[src/rtl/ice_sl_arbiter.sv]
// Round-robin arbiter for the slave bus: one-hot registered grant, frame-end
// release via sl_latch_tail, and forced revocation with requester masking on timeout.
module ice_sl_arbiter #(
   parameter int NUM_DEV = 7,
   parameter int TIMEOUT = 4096
) (
   input  logic               clk,
   input  logic               reset,
   input  logic [NUM_DEV-1:0] sl_arb_request,
   input  logic               sl_latch_tail,
   output logic [NUM_DEV-1:0] sl_arb_grant,
   output logic [3:0]         grant_id,
   output logic               grant_valid,
   output logic               timeout_evt,
   output logic [15:0]        frame_count
);

   localparam int CW = $clog2(TIMEOUT);

   typedef enum logic [1:0] {
      IDLE,
      GRANT,
      GAP
   } state_t;

   state_t             r_state;
   logic [NUM_DEV-1:0] r_grant;
   logic [NUM_DEV-1:0] r_mask;
   logic [3:0]         r_ptr;
   logic [CW-1:0]      r_cnt;
   logic               r_timeout_evt;
   logic [15:0]        r_frame_count;

   logic [NUM_DEV-1:0] w_eligible;
   logic               w_lowFound;
   logic [3:0]         w_lowPick;
   logic               w_hiFound;
   logic [3:0]         w_hiPick;
   logic [3:0]         w_sel;
   logic               w_ownerReq;
   logic               w_atLimit;
   logic               w_timeout;
   logic [3:0]         w_grantId;

   assign w_eligible = sl_arb_request & ~r_mask;

   // Round robin: lowest eligible index above the pointer wins, otherwise wrap to the lowest overall.
   always_comb begin
      w_lowFound = 1'b0;
      w_lowPick  = 4'd0;
      w_hiFound  = 1'b0;
      w_hiPick   = 4'd0;
      for (int i = NUM_DEV - 1; i >= 0; i--) begin
         if (w_eligible[i]) begin
            w_lowFound = 1'b1;
            w_lowPick  = 4'(i);
         end
         if (w_eligible[i] && (4'(i) > r_ptr)) begin
            w_hiFound = 1'b1;
            w_hiPick  = 4'(i);
         end
      end
      w_sel = w_hiFound ? w_hiPick : w_lowPick;
   end

   assign w_ownerReq = |(sl_arb_request & r_grant);
   assign w_atLimit  = (r_cnt == CW'(TIMEOUT - 1));
   assign w_timeout  = (r_state == GRANT) && w_ownerReq && !sl_latch_tail && w_atLimit;

   always_comb begin
      w_grantId = 4'd0;
      for (int i = 0; i < NUM_DEV; i++) begin
         if (r_grant[i]) begin
            w_grantId = 4'(i);
         end
      end
   end

   // A frame-end pulse coinciding with the limit counts as a normal end, so it never masks.
   always_ff @(posedge clk or negedge reset) begin
      if (!reset) begin
         r_state       <= IDLE;
         r_grant       <= '0;
         r_mask        <= '0;
         r_ptr         <= 4'(NUM_DEV - 1);
         r_cnt         <= '0;
         r_timeout_evt <= 1'b0;
         r_frame_count <= 16'd0;
      end else begin
         r_timeout_evt <= 1'b0;
         r_mask        <= r_mask & sl_arb_request;
         case (r_state)
            IDLE: begin
               if (w_lowFound) begin
                  r_state <= GRANT;
                  r_grant <= NUM_DEV'(1) << w_sel;
                  r_ptr   <= w_sel;
                  r_cnt   <= '0;
               end
            end
            GRANT: begin
               if (!w_ownerReq || sl_latch_tail || w_atLimit) begin
                  r_state <= GAP;
                  r_grant <= '0;
                  r_cnt   <= '0;
                  if (sl_latch_tail) begin
                     r_frame_count <= r_frame_count + 16'd1;
                  end
                  if (w_timeout) begin
                     r_timeout_evt <= 1'b1;
                     r_mask        <= (r_mask & sl_arb_request) | r_grant;
                  end
               end else begin
                  r_cnt <= r_cnt + CW'(1);
               end
            end
            GAP: begin
               r_state <= IDLE;
            end
            default: begin
               r_state <= IDLE;
               r_grant <= '0;
            end
         endcase
      end
   end

   assign sl_arb_grant = r_grant;
   assign grant_id     = w_grantId;
   assign grant_valid  = |r_grant;
   assign timeout_evt  = r_timeout_evt;
   assign frame_count  = r_frame_count;

endmodule

[config.mk]
export PLATFORM = sky130hd
export DESIGN_NAME = ice_sl_arbiter
export DESIGN_NICKNAME = d
export VERILOG_FILES = /design/src/rtl/ice_sl_arbiter.sv
export SDC_FILE = /design/constraint.sdc
export NUM_CORES = 1
export LEC_CHECK = 0
export BUFFER_PORTS_ARGS = -buffer_cell sky130_fd_sc_hd__clkbuf_2
export CAP_MARGIN = 20
export CORE_MARGIN = 1
export CORE_UTILIZATION = 31
export CTS_CLUSTER_DIAMETER = 30
export DETAILED_ROUTE_END_ITERATION = 8
export SYNTH_ARGS = -nofsm -noshare
export SYNTH_HDL_FRONTEND = slang
export SYNTH_SLANG_ARGS = --single-unit
[constraint.sdc]
create_clock -name clk -period 1.9 [get_ports clk]
set_clock_uncertainty 0.05 [all_clocks]
set_input_delay 0.57 -clock clk [delete_from_list [all_inputs] [get_ports clk]]
set_output_delay 0.57 -clock clk [all_outputs]
set_load 0.01 [all_outputs]
==> flow_metrics.env, run 1 <==
export IMPL_status="finished with violations"
export IMPL_violations="setup timing"
export IMPL_synth_top_area_cell="dfrtp_1"
export IMPL_netlist_top_cells_count="dfrtp_1, nand2_1, nor2_1"
export IMPL_post_route_min_period_ns=2.35
export IMPL_grt_pass1_vias=2116
export IMPL_drc=0
export IMPL_synth_area_mm2=0.00254
export IMPL_portBuffers=37
export IMPL_fin_ws_ns=-0.453
export IMPL_fill_cells=750
export IMPL_cts_clk_slew_worst_paths_ns=0.10
export IMPL_grt_overflow_total=0
export IMPL_vias_per_cell=5.00
export IMPL_synth_net_count=249
export IMPL_crit_family="simple AND/OR/NAND/NOR gates"
export IMPL_worst_ep_arrival_time_ns=1.73
export IMPL_h_tree_depth=2
export IMPL_yosys_area_share_simple=0.218
export IMPL_vias=2120
export IMPL_yosysSeqAreaShare=0.474
export IMPL_drt_wl_total_um=6000
export IMPL_drv_cap=0
export IMPL_max_stage_delay_ns=0.48
export IMPL_path_max_fanout=2
export IMPL_cp_end_kind="output port"
export IMPL_grt_usage=0.149
export IMPL_holdWs_ns=0.175
export IMPL_synthMuxAreaShare=0.00887
export IMPL_worst_endpoint_required_ns=1.28
export IMPL_period_share=1.24
export IMPL_routabilityCongestion=0.804
export IMPL_die_h_um=92.5
export IMPL_rows=32
export IMPL_power_density_mw_per_mm2=1230
export IMPL_syn_area_per_cell_um2=10.7
export IMPL_avgRoutedWirePerCell_um=14.1
export IMPL_synth_adder_area_share=0.00985
export IMPL_die_w_um=92.5
export IMPL_areaGrowthSynthToFinish_pct=36.0
export IMPL_cp_num_buf_inv=1
export IMPL_finalHoldViolCount=0
export IMPL_synth_warnings=0
export IMPL_clock_latency_ns=0.31
export IMPL_clkSinkCount=48
export IMPL_ys_top_cells_by_area="dfrtp_1, xnor2_1, nand2_1"
export IMPL_ant_nets=0
export IMPL_synth_seq_cells=48
export IMPL_cts_root_buf="clkbuf_8"
export IMPL_post_dp_hpwl_um=4430
export IMPL_synth_most_common_cell="dfrtp_1"
export IMPL_setup_viol=12
export IMPL_rr_startpoint="sl_arb_grant[4]"
export IMPL_ys_flop_type="dfrtp_1"
export IMPL_yosys_area_share_xor_xnor=0.0783
export IMPL_hp_class="in -> async"
export IMPL_grt_max_degree=49
export IMPL_crit_type="reg -> out"
export IMPL_async_flop_share=1.00
export IMPL_tns_ns=-1.03
export IMPL_ir_drop_mv=0.685
export IMPL_maxSlewViolCount=0
export IMPL_cp_start_kind="flop"
export IMPL_io_pins=39
export IMPL_antenna_cells=0
export IMPL_cp_slowest_cell="or4b_4"
export IMPL_cts_buffers=5
export IMPL_fmax_mhz=425
export IMPL_worstPathCellList="or3_4, or4b_4, clkbuf_2"
export IMPL_drt_iter0_markers=109
export IMPL_r2r_slack_ns=-0.10
export IMPL_p_leak_nw=1.63
export IMPL_start_util=0.325
export IMPL_path_depth=3
export IMPL_final_nets=333
export IMPL_synth_top_family_by_area="simple AND/OR/NAND/NOR gates"
export IMPL_synth_distinct_cells=60
export IMPL_grt_pass1_wl_um=10000
export IMPL_timing_rr_end="sl_arb_grant[2]"
export IMPL_drive_above_1_share=0.425
export IMPL_synth_compound_area_frac=0.187
export IMPL_ff2ff_path_depth=6
export IMPL_preCtsSetupSlack_ns=-0.308
export IMPL_dieArea_mm2=0.00856
export IMPL_synth_edf_count=0
export IMPL_rsz0062_at_grt="true"
export IMPL_cts_tree="done"
export IMPL_synthCells=237
export IMPL_cts_hold_buf=0
export IMPL_yosysTopAreaCellShare=0.453
export IMPL_drt_pass1_iterations=4
export IMPL_core_mm2=0.00781
export IMPL_clockBufferDepth=2
export IMPL_antenna_found_initial=0
## metrics by stage
step | util | cells | power [mW] | instance area (um2)
3_5_place_dp | 0.408 | 410 | 3.30 | 3180
4_1_cts | 0.434 | 425 | 4.16 | 3390
5_1_grt | 0.442 | 424 | 4.53 | 3450
3_3_place_gp | 0.408 | 410 | 3.27 | 3180
6_report | 0.442 | 424 | 4.26 | 3450
2_1_floorplan | - | 237 | 2.46 | 2580
## cells by family (layout without fill, tap and decap cells)
logic type      Yosys count  in the layout
compound gates           55             55
xor+xnor                 21             21
fa+ha+maj                 2              2
buf+inv                   9             94
flops                    48             48
mux                       2              2
other cells               1              1
simple gates             99             99
## worst max-delay path by stage
stage,startpoint,endpoint,slack [ns]
final,sl_arb_grant[4],grant_valid,-0.45
after global routing,sl_arb_grant[4],grant_valid,-0.50
after CTS,sl_arb_grant[4],grant_valid,-0.46
after detailed placement,sl_arb_request[4],r_cnt[11],-0.31
after global placement,sl_arb_request[4],r_cnt[11],-0.35
after floorplan,sl_arb_grant[6],grant_valid,-0.07
## power breakdown
| group | switching [mW] | leakage, nW | total (mW) | internal [mW] |
|---|---|---|---|---|
| Clock | 0.354 | 0.0414 | 0.617 | 0.263 |
| Combinational | 1.14 | 0.950 | 2.25 | 1.11 |
| Sequential | 0.193 | 0.643 | 1.40 | 1.21 |
| Total | 1.68 | 1.63 | 4.26 | 2.58 |
## routing by layer
metal,global-route usage,routed length [um],up-vias
met2,0.251,2980,36
li1,-,-,1027
met3,0.0287,156,10
met1,0.194,2750,1047
met4,0.0443,113,0
met5,0,0,-
## placed cells by master, fill, tap and decap left out, types with 4 or more instances in the layout
master,count
a21o_1,5
a21oi_2,5
a22o_1,9
and3_1,5
buf_4,37
buf_6,5
clkbuf_2,34
clkbuf_8,5
dfrtp_1,43
inv_1,4
nand2_1,21
nand2b_1,5
nand3_1,11
nor2_1,18
nor2b_1,4
o21ai_1,5
xnor2_1,12
xor2_1,7
## final cells by class
type / count / area, um2 / area share
Inverter: 4 / 15.0 / 0.00435
Multi-Input combinational cell: 180 / 1440 / 0.416
Sequential cell: 48 / 1210 / 0.350
Clock inverter: 2 / 16.3 / 0.00471
Clock buffer: 6 / 72.6 / 0.0210
Timing Repair Buffer: 82 / 579 / 0.168
Tap cell: 102 / 128 / 0.0370
## state kept, by name, summed over array words and instances (netlist names)
name and cells:
frame_count 16, r_cnt 12, r_mask 7, sl_arb_grant 7, r_ptr 3, r_state 2
timeout_evt 1
## repair_timing
action / 4_1_cts / 5_1_grt
gates resized for setup: 15 / 19
endpoints found under the hold margin: 0 / 0
buffers inserted: 7 / 0
endpoints found under the setup margin: 17 / 34
pin swaps: 16 / 8
## worst reg2reg max path: cells and delay by family, from the launching register on
kind	cells	cell delay [ns]
flip-flops	1	0.42
AO/OA/AOI/OAI	5	1.26
buffers and inverters	1	0.17
Power figures use the tool's default switching activity.
==> inputs of run 2 (changes only) <==
--- a/config.mk
+++ b/config.mk
@@ -8,9 +8,10 @@
 export BUFFER_PORTS_ARGS = -buffer_cell sky130_fd_sc_hd__clkbuf_2
 export CAP_MARGIN = 20
 export CORE_MARGIN = 1
-export CORE_UTILIZATION = 31
+export CORE_UTILIZATION = 45
 export CTS_CLUSTER_DIAMETER = 30
 export DETAILED_ROUTE_END_ITERATION = 8
+export PLACE_DENSITY = 0.68
 export SYNTH_ARGS = -nofsm -noshare
 export SYNTH_HDL_FRONTEND = slang
 export SYNTH_SLANG_ARGS = --single-unit
==> run 2 against run 1 <==
Effect of this change: register-to-register slack gained 0.07 ns; critical path depth is the same; non-clock buffer count fell by 8; count of clock-buffer cells in the layout unchanged; combinational power fell by 7%; critical endpoint unchanged; flip-flop and latch count did not move; the run still ends with setup timing left.
==> flow_metrics.env, run 2 (synthesized netlist as in run 1, its figures left out) <==
export IMPL_status="finished with violations"
export IMPL_violations="setup timing"
export IMPL_drt_wl_total_um=5870
export IMPL_areaGrowthSynthToFinish_pct=31.3
export IMPL_largest_register_ffs=16
export IMPL_cp_end_kind="output port"
export IMPL_post_route_min_period_ns=2.34
export IMPL_fmax_mhz=428
export IMPL_portBuffers=37
export IMPL_drv_cap=0
export IMPL_rows=26
export IMPL_timing_rr_end="sl_arb_grant[5]"
export IMPL_drt_pass1_iterations=4
export IMPL_power_density_mw_per_mm2=1220
export IMPL_r2r_slack_ns=-0.03
export IMPL_cp_start_kind="flop"
export IMPL_vias=2127
export IMPL_final_nets=325
export IMPL_grt_usage=0.207
export IMPL_ff2ff_path_depth=7
export IMPL_final_common_cell="dfrtp_1"
export IMPL_worstPathCellList="or3_4, or4b_4, clkbuf_2"
export IMPL_maxSlewViolCount=0
export IMPL_crit_type="reg -> out"
export IMPL_routabilityCongestion=0.915
export IMPL_crit_start="sl_arb_grant[6]"
export IMPL_grt_pass1_wl_um=9610
export IMPL_period_share=1.23
export IMPL_vias_per_cell=5.55
export IMPL_drive_above_1_share=0.422
export IMPL_cp_slowest_cell="or4b_4"
export IMPL_start_util=0.482
export IMPL_rsz0062_at_grt="true"
export IMPL_cts_root_buf="clkbuf_8"
export IMPL_path_max_fanout=2
export IMPL_final_cell_mix="dfrtp_1, clkbuf_2, buf_4"
export IMPL_rr_startpoint="r_ptr[1]"
export IMPL_grt_overflow_total=0
export IMPL_final_area_mm2=0.00334
export IMPL_die_h_um=77.1
export IMPL_worst_ep_arrival_time_ns=1.72
export IMPL_cts_clk_slew_worst_paths_ns=0.09
export IMPL_fin_util=0.633
export IMPL_ant_nets=0
export IMPL_dpl_cell_count=372
export IMPL_fin_ws_ns=-0.439
export IMPL_h_tree_depth=2
export IMPL_post_dp_hpwl_um=4190
export IMPL_die_w_um=77.1
export IMPL_clockBufferDepth=2
export IMPL_clock_latency_ns=0.30
export IMPL_worst_endpoint_required_ns=1.28
export IMPL_finalHoldViolCount=0
export IMPL_dieArea_mm2=0.00595
export IMPL_preCtsSetupSlack_ns=-0.246
export IMPL_cts_tree="done"
export IMPL_drt_iter0_markers=130
export IMPL_avgRoutedWirePerCell_um=15.3
export IMPL_grt_max_degree=49
export IMPL_p_leak_nw=1.58
export IMPL_drc=0
export IMPL_placed_area_mm2=0.00308
export IMPL_final_cells=383
export IMPL_hp_class="in -> async"
export IMPL_grt_pass1_vias=1978
export IMPL_max_stage_delay_ns=0.47
export IMPL_ir_drop_mv=0.968
export IMPL_cts_buffers=5
export IMPL_antenna_cells=0
export IMPL_core_mm2=0.00527
export IMPL_clkSinkCount=48
export IMPL_setup_viol=5
export IMPL_io_pins=39
export IMPL_antenna_found_initial=0
run 2: cell count changes in the layout (fill, tap and decap cells not counted), sizes merged:
cell | previous run | this run
buf | 48 | 41
clkbuf | 40 | 39
clkinvlp | 1 | 0
run 2: power by group:
part	switching (mW)	internal [mW]
Combinational	1.07	1.01
Clock	0.327	0.251
Sequential	0.213	1.21
Total	1.61	2.47
run 2: how the worst max path moves through the flow:
stage / endpoint / slack [ns] / cells after the start
2_1_floorplan: grant_valid / -0.07 / 2
3_3_place_gp: sl_arb_grant[1] / -0.26 / 7
3_5_place_dp: r_cnt[10] / -0.25 / 9
4_1_cts: grant_valid / -0.45 / 3
5_1_grt: grant_valid / -0.47 / 3
6_report: grant_valid / -0.44 / 3
run 2: metrics by stage:
stage	TNS (ns)	total power, mW	hold WS (ns)
2_1_floorplan	-0.128	2.46	0.224
3_3_place_gp	-4.43	3.22	0.407
3_5_place_dp	-4.64	3.25	0.411
4_1_cts	-0.485	3.88	0.208
5_1_grt	-0.998	4.33	0.216
6_report	-0.574	4.09	0.192
run 2: critical path, delay by kind of cell (launching register included):
kind	cells	cell delay, ns
buf+inv	1	0.15
flops	1	0.41
simple gates	2	0.86
run 2: per-layer routing:
layer  up-vias  GRT usage  wire length [um]
met5         -          0                 0
met3        10     0.0381               329
li1       1009          -                 -
met2        72      0.312              2610
met4         0     0.0925               113
met1      1036      0.289              2820
run 2: repair_timing:
| action | in CTS | in global routing |
|---|---|---|
| hold buffers | 0 | 0 |
| setup buffers | 0 | 6 |
| endpoints found under the hold margin | 0 | 0 |
| resized for setup | 7 | 34 |
| pin swaps | 1 | 12 |
| setup endpoints to repair | 6 | 19 |
run 2: final cells by class:
cell class	count	area (um2)
Sequential cell	48	1210
Tap cell	70	87.6
Inverter	4	15.0
Clock buffer	6	72.6
Clock inverter	1	5.00
Fill cell	453	1930
Timing Repair Buffer	74	523
Multi-Input combinational cell	180	1420
